[config.mk]
export PLATFORM = sky130hd
export DESIGN_NAME = mult_seq_param
export DESIGN_NICKNAME = d
export VERILOG_FILES = /design/src/rtl/mult_pkg.sv /design/src/rtl/mult_pp_gen.sv /design/src/rtl/mult_seq_param.sv
export SDC_FILE = /design/constraint.sdc
export NUM_CORES = 1
export LEC_CHECK = 0
export BUFFER_PORTS_ARGS = -buffer_cell sky130_fd_sc_hd__buf_2
export CORE_AREA = 2 2 143 173
export DETAILED_ROUTE_END_ITERATION = 12
export DIE_AREA = 0 0 145 175
export PLACE_DENSITY = 0.77
export SLEW_MARGIN = 30
export SYNTH_ARGS = -nofsm -noshare
export SYNTH_HDL_FRONTEND = slang
export SYNTH_SLANG_ARGS = --single-unit
[constraint.sdc]
create_clock -name clk -period 21.1 [get_ports clk]
set_input_delay 1.055 -clock clk [delete_from_list [all_inputs] [get_ports clk]]
set_output_delay 1.055 -clock clk [all_outputs]
set_load 0.05 [all_outputs]
[src/rtl/mult_pkg.sv]
// Shared types and helpers for the sequential chunked multiplier.
package mult_pkg;

  typedef enum logic [1:0] {
    IDLE = 2'd0,
    RUN  = 2'd1,
    DONE = 2'd2
  } mult_state_t;

  // Width of a counter that must hold values 0..n-1 (minimum one bit).
  function automatic int unsigned step_w(input int unsigned n);
    return (n > 1) ? $clog2(n) : 1;
  endfunction

endpackage

[src/rtl/mult_pp_gen.sv]
// Combinational partial-product generator: selects one A and one B chunk,
// multiplies them and shifts the result into its place in the full product.
module mult_pp_gen
  import mult_pkg::*;
#(
  parameter  int unsigned A_W     = 32,
  parameter  int unsigned B_W     = 32,
  parameter  int unsigned A_CHUNK = 8,
  parameter  int unsigned B_CHUNK = 16,
  localparam int unsigned IA_W    = step_w(A_W / A_CHUNK),
  localparam int unsigned IB_W    = step_w(B_W / B_CHUNK),
  localparam int unsigned P_W     = A_W + B_W
) (
  input  logic [A_W-1:0]  a,
  input  logic [B_W-1:0]  b,
  input  logic [IA_W-1:0] ia,
  input  logic [IB_W-1:0] ib,
  output logic [P_W-1:0]  pp
);

  localparam int unsigned PP_W = A_CHUNK + B_CHUNK;

  logic [A_CHUNK-1:0] a_slice;
  logic [B_CHUNK-1:0] b_slice;
  logic [PP_W-1:0]    prod;

  always_comb begin
    a_slice = A_CHUNK'(a >> (32'(ia) * A_CHUNK));
    b_slice = B_CHUNK'(b >> (32'(ib) * B_CHUNK));
    prod    = PP_W'(a_slice) * PP_W'(b_slice);
    pp      = P_W'(prod) << (32'(ia) * A_CHUNK + 32'(ib) * B_CHUNK);
  end

endmodule

[src/rtl/mult_seq_param.sv]
// Multi-cycle chunked multiplier with start/busy/done handshake.
// Define MULT_SIGNED_EN to add the signed_mode port and two's-complement support.
module mult_seq_param
  import mult_pkg::*;
#(
  parameter  int unsigned A_W     = 32,
  parameter  int unsigned B_W     = 32,
  parameter  int unsigned A_CHUNK = 8,
  parameter  int unsigned B_CHUNK = 16,
  localparam int unsigned P_W     = A_W + B_W
) (
  input  logic           clk,
  input  logic           reset,
  input  logic           start,
  input  logic [A_W-1:0] a,
  input  logic [B_W-1:0] b,
`ifdef MULT_SIGNED_EN
  input  logic           signed_mode,
`endif
  output logic           busy,
  output logic           done,
  output logic [P_W-1:0] product
);

  localparam int unsigned NA     = A_W / A_CHUNK;
  localparam int unsigned NB     = B_W / B_CHUNK;
  localparam int unsigned STEPS  = NA * NB;
  localparam int unsigned STEP_W = step_w(STEPS);
  localparam int unsigned IA_W   = step_w(NA);
  localparam int unsigned IB_W   = step_w(NB);

  if ((A_W % A_CHUNK) != 0 || (B_W % B_CHUNK) != 0) begin : g_chunk_check
    $fatal(1, "mult_seq_param: A_W/B_W must be multiples of A_CHUNK/B_CHUNK");
  end

  mult_state_t state, next_state;

  logic [A_W-1:0]    a_lat, a_in;
  logic [B_W-1:0]    b_lat, b_in;
  logic [STEP_W-1:0] cnt;
  logic [IA_W-1:0]   ia;
  logic [IB_W-1:0]   ib;
  logic [P_W-1:0]    pp, sum, result;
  logic              accept, last;

`ifdef MULT_SIGNED_EN
  logic neg, neg_in, sign_a, sign_b;

  // Magnitudes are latched; the most-negative value maps onto itself as unsigned.
  always_comb begin
    sign_a = signed_mode & a[A_W-1];
    sign_b = signed_mode & b[B_W-1];
    a_in   = sign_a ? -a : a;
    b_in   = sign_b ? -b : b;
    neg_in = sign_a ^ sign_b;
  end
`else
  always_comb begin
    a_in = a;
    b_in = b;
  end
`endif

  mult_pp_gen #(
    .A_W    (A_W),
    .B_W    (B_W),
    .A_CHUNK(A_CHUNK),
    .B_CHUNK(B_CHUNK)
  ) u_pp_gen (
    .a (a_lat),
    .b (b_lat),
    .ia(ia),
    .ib(ib),
    .pp(pp)
  );

  always_comb begin
    accept = start && (state != RUN);
    last   = (cnt == STEP_W'(STEPS - 1));
    sum    = product + pp;
`ifdef MULT_SIGNED_EN
    result = (last && neg) ? -sum : sum;
`else
    result = sum;
`endif
  end

  always_ff @(posedge clk or posedge reset) begin
    if (reset) state <= IDLE;
    else       state <= next_state;
  end

  always_comb begin
    next_state = state;
    busy       = 1'b0;
    done       = 1'b0;
    case (state)
      IDLE: if (start) next_state = RUN;
      RUN: begin
        busy = 1'b1;
        if (last) next_state = DONE;
      end
      DONE: begin
        done       = 1'b1;
        next_state = start ? RUN : IDLE;
      end
      default: next_state = IDLE;
    endcase
  end

  always_ff @(posedge clk or posedge reset) begin
    if (reset) begin
      a_lat   <= '0;
      b_lat   <= '0;
      cnt     <= '0;
      ia      <= '0;
      ib      <= '0;
      product <= '0;
`ifdef MULT_SIGNED_EN
      neg     <= 1'b0;
`endif
    end else if (accept) begin
      a_lat   <= a_in;
      b_lat   <= b_in;
      cnt     <= '0;
      ia      <= '0;
      ib      <= '0;
      product <= '0;
`ifdef MULT_SIGNED_EN
      neg     <= neg_in;
`endif
    end else if (state == RUN) begin
      cnt     <= cnt + 1'b1;
      product <= result;
      // ia walks fastest; ib advances each time ia wraps.
      if (ia == IA_W'(NA - 1)) begin
        ia <= '0;
        ib <= ib + 1'b1;
      end else begin
        ia <= ia + 1'b1;
      end
    end
  end

endmodule

==> results of run 1 <==
## critical path, delay by kind of cell, from the launching register on
family / cells / cell delay (ns)
compound gates: 19 / 4.92
xor+xnor: 1 / 0.34
fa+ha+maj: 6 / 2.88
buf+inv: 4 / 1.15
flops: 1 / 0.33
simple gates: 2 / 0.38
## worst max-delay path by stage
stage	from	to	slack, ns	cells after the start
floorplan	ia[1]	product[63]	12.48	34
global placement	ia[0]	product[60]	11.26	32
detailed placement	ia[0]	product[60]	11.33	32
CTS	ia[0]	product[60]	11.18	32
global route	ia[0]	product[62]	10.53	32
finish	ia[0]	product[60]	10.99	32
## area by class of cell
cell class	instances	area, um^2
well taps	320	400
inverters	125	474
multi-input cells	1217	9410
flip-flops and latches	136	3400
fillers	1949	8590
repair buffers	142	743
clock inverters	15	215
clock buffers	17	425
## logic make-up (layout without fill, tap and decap cells)
logic type	Yosys count	in the layout	synth area share
and+or+nand+nor	454	454	0.151
AOI/OAI and AO/OA	390	390	0.183
adders and majority gates	196	196	0.229
buffers and inverters	191	299	0.0532
DFF	136	136	0.252
muxes	102	102	0.0826
xor gates and xnor gates	75	75	0.0487
## state kept, by name, summed over array words and instances, names as in the netlist
signal   cells
product     64
a_lat       32
b_lat       32
cnt          3
ia           2
state        2
ib           1
## layout by cell type (no fill, tap or decap), types with 46 or more instances in the layout
cell       n
a21o_1    52
nor2_1   184
xnor2_1   46
dfrtp_1  136
nand2_1   97
ha_1     111
nand3_1   78
mux2_2    75
fa_1      85
o21ai_0  113
inv_1    121
buf_2    132
a21oi_1   90
## metal layers
| layer | up-vias | part of all wire |
|---|---|---|
| li1 | 5564 | - |
| met2 | 465 | 0.51 |
| met1 | 5687 | 0.40 |
| met3 | 98 | 0.055 |
| met4 | 0 | 0.039 |
| met5 | - | 0 |
## through the flow
| step | setup WS, ns | instances | util | hold WS, ns |
|---|---|---|---|---|
| 2_1_floorplan | 12.48 | 1544 | - | 0.468 |
| 3_3_place_gp | 11.26 | 1940 | 0.609 | 0.483 |
| 3_5_place_dp | 11.33 | 1940 | 0.610 | 0.492 |
| 4_1_cts | 11.18 | 1972 | 0.637 | 0.507 |
| 5_1_grt | 10.53 | 1972 | 0.637 | 0.523 |
| 6_report | 10.99 | 1972 | 0.637 | 0.506 |
==> out/results.ini, run 1 <==
[run_status]
status = complete, no violations

[placed_design]
hpwl_um = 27900
port_buffers = 132
place_congestion = 0.983
postPlaceCellArea_um2 = 14400

[clock_tree]
tritoncts = built
cts.sinks = 136
clk-insertion-delay-late_ns = 0.45
h-tree-depth = 4
ctsLongestPathBuffers = 2
clk_pin_slew_ns = 0.08
cts.root.buffer_cell = clkbuf_16
cts-buffers-inserted = 17
ctsHoldBuffers = 0
cts_resized = 0
postCtsSetupBuffers = 0

[timing]
setup_viol = 0
worst_clock_skew_ns = 0.0201
hold_violations = 0
report.final.slew_viol_count = 0
slew_headroom = 0.379
worstMarginPinSlew_ns = 0.906
tns_ns = 0
min_period_ns = 10.11
fin_crit_sh = 0.479
fmax_mhz = 99.0
rsz0062_at_grt = false

[setup_path]
endpoint_kind = register
reg2reg_depth = 32
critPathMaxStageDelay_ns = 0.84
worstPathRequired_ns = 21.45
rrSetupSlack_ns = 10.99
worstPathMaxFanout = 39
reg2reg_from = ia[0]
cp.arrival_ns = 10.45
startpoint_type = register
cp_slowest_cell = o21ai_2
cp_common_cell = a21oi_1
path_class = register to register
rr_endpoint = product[60]

[global_routing]
grtUsageTotal = 0.293
use_met2 = 0.514
grt_max_degree = 128
grt_pass1_vias = 11800
top_usage_layer = met2
gr-usage-met1 = 0.363
grt_pass1_wl_um = 60000
antenna_found_initial = 0
overflow = 0
grt_use_met3 = 0.0431

[finish]
finish.instance_area_um2 = 15100
diodes = 0
area_growth_pct = 11.6
drive_gt1_frac = 0.172
final_nets = 1902

[synth]
synth_area_leader_cell = dfrtp_1
synth_warnings = 0
syn_inst = 1544
synth_most_common_cell = nor2_1
synth_area_leaders = dfrtp_1 (25%), fa_1 (13%), ha_1 (10%)
ys_top_cells_by_count = nor2_1 (184), dfrtp_1 (136), inv_1 (123), o21ai_0 (113), ha_1 (111)
ys_async_sr_fraction = 1.00
synthFlopType = dfrtp_1
synth_area_um2 = 13500
ys_types = 66
ys_ff_latch = 136
synth-edff-count = 0
netlist.area_leader.share = 0.252
syn_nets = 1807
avgSynthCellArea_um2 = 8.74
yosysSeqAreaShare = 0.252

[drt]
vias = 11800
avgRoutedWirePerCell_um = 18.6
first_iter_violations = 755
vias_per_cell = 5.99
first_pass_iters = 5
postRouteAntennaNets = 0
drc = 0
routed_wirelength_um = 36700

[floorplan]
std_cell_rows = 62
io_pins = 133
die_area_um2 = 25400
coreArea_um2 = 23700
die_x_um = 145
start_util = 0.570
die_h_um = 175

[hold_path]
min_to = a_lat[14]
hold_path_depth = 1
hp-class = register to register
hold_path_startpoint = a_lat[14]

[job]
drv_cap = 0

Power of run 1 is left out: the tool's default activity adds up to more than one toggle a clock period on the data nets, which glitch-free logic cannot reach.
==> inputs of run 2 (changes only) <==
- clock period: 21.1 -> 9.9 ns (I/O delays scaled with it)
==> run 2 against run 1 <==
Net effect: design area up 0.12%; via count decreased by 1.2%; critical path type unchanged; highest routed layer unchanged; clock-buffer cell count up 3.
==> out/results.ini, run 2 (synthesis results as in run 1) <==
[run_status]
status = complete, no violations

[drt]
first_iter_violations = 674
postRouteAntennaNets = 0
vias_per_cell = 5.88
avgRoutedWirePerCell_um = 18.3
vias = 11700
routed_wirelength_um = 36300
first_pass_iters = 5
drc = 0

[timing]
worst_clock_skew_ns = 0.0150
setup_viol = 0
setup_ws_ns = 0.572
min_period_ns = 9.33
hold_violations = 0
worstMarginPinSlew_ns = 0.965
fin_crit_sh = 0.942
fmax_mhz = 107
report.final.slew_viol_count = 0
slew_headroom = 0.339
rsz0062_at_grt = false
tns_ns = 0

[finish]
layout_common_cells = nor2_1 (184), dfrtp_1 (136), buf_2 (132)
drive_gt1_frac = 0.174
largest_reg_flops = 64
top_register = product
layout_commonest_cell = nor2_1
area_growth_pct = 11.8
final_cells = 1984
largest_registers = product (64), a_lat (32), b_lat (32)
final_nets = 1914
diodes = 0
fin_util = 0.638

[floorplan]
die_area_um2 = 25400
io_pins = 133
std_cell_rows = 62
die_x_um = 145
start_util = 0.570
die_h_um = 175
coreArea_um2 = 23700

[clock_tree]
cts.sinks = 136
h-tree-depth = 4
cts-buffers-inserted = 17
clk-insertion-delay-late_ns = 0.45
tritoncts = built
clk_pin_slew_ns = 0.07
cts.root.buffer_cell = clkbuf_16
ctsHoldBuffers = 0
cts_resized = 0
postCtsSetupBuffers = 0
ctsLongestPathBuffers = 2

[setup_path]
path_delay_family = compound AO/OA/AOI/OAI gates
worstPathMaxFanout = 15
path_buf_inv = 3
cp_slowest_cell = dfrtp_1
startpoint_type = register
path_class = register to register
critPathMaxStageDelay_ns = 0.88
cp_common_cell = fa_1
cp.arrival_ns = 9.65
worstPathRequired_ns = 10.22
endpoint_kind = register

[global_routing]
grt_pass1_vias = 11500
grt_pass1_wl_um = 58800
grtUsageTotal = 0.289
grt_max_degree = 89
antenna_found_initial = 0
overflow = 0

[placed_design]
hpwl_um = 28000
post-place-ws_ns = 0.782
port_buffers = 132
dpl.cell_count = 1952
place_congestion = 0.960

[job]
drv_cap = 0

[hold_path]
hp-class = input port to async pin

-- run 2: cell types whose count changed in the layout (fill, tap and decap cells not counted), sizes merged --
cell	change
clkinvlp	-1
clkbuf	+3
inv	-1
clkinv	+1
bufinv	-2
buf	+12
-- run 2: metrics by stage --
step	cell area, um^2	hold WS [ns]
finish	15100	0.121
global placement	14500	0.483
CTS	15100	0.147
global route	15100	0.178
floorplan	13500	0.468
detailed placement	14500	0.493
-- run 2: layout make-up --
type,count,area [um^2]
Clock buffer,20,447
Fill cell,1973,8570
Clock inverter,12,141
Timing Repair Buffer,154,830
Inverter,125,474
Tap cell,320,400
Multi-Input combinational cell,1217,9390
Sequential cell,136,3400
-- run 2: path summary, 6_finish.rpt --
check	start	endpoint	slack (ns)	cells after the start
min in group clk	b[17]	b_lat[17]	0.27	2
max reg2reg	ib	product[63]	0.57	31
max	ib	product[63]	0.57	31
min	reset	product[54]	0.12	2
max in group asynchronous	reset	b_lat[6]	8.69	3
min reg2reg	a_lat[8]	a_lat[8]	0.51	1
-- run 2: per-layer routing --
layer / vias to the layer above / part of all wire / track usage
met1: 5621 / 0.42 / 0.360
met3: 84 / 0.046 / 0.0462
met2: 383 / 0.50 / 0.494
met5: - / 0 / 0
met4: 0 / 0.041 / 0.134
li1: 5582 / - / -
Power of run 2 is left out for the same reason.
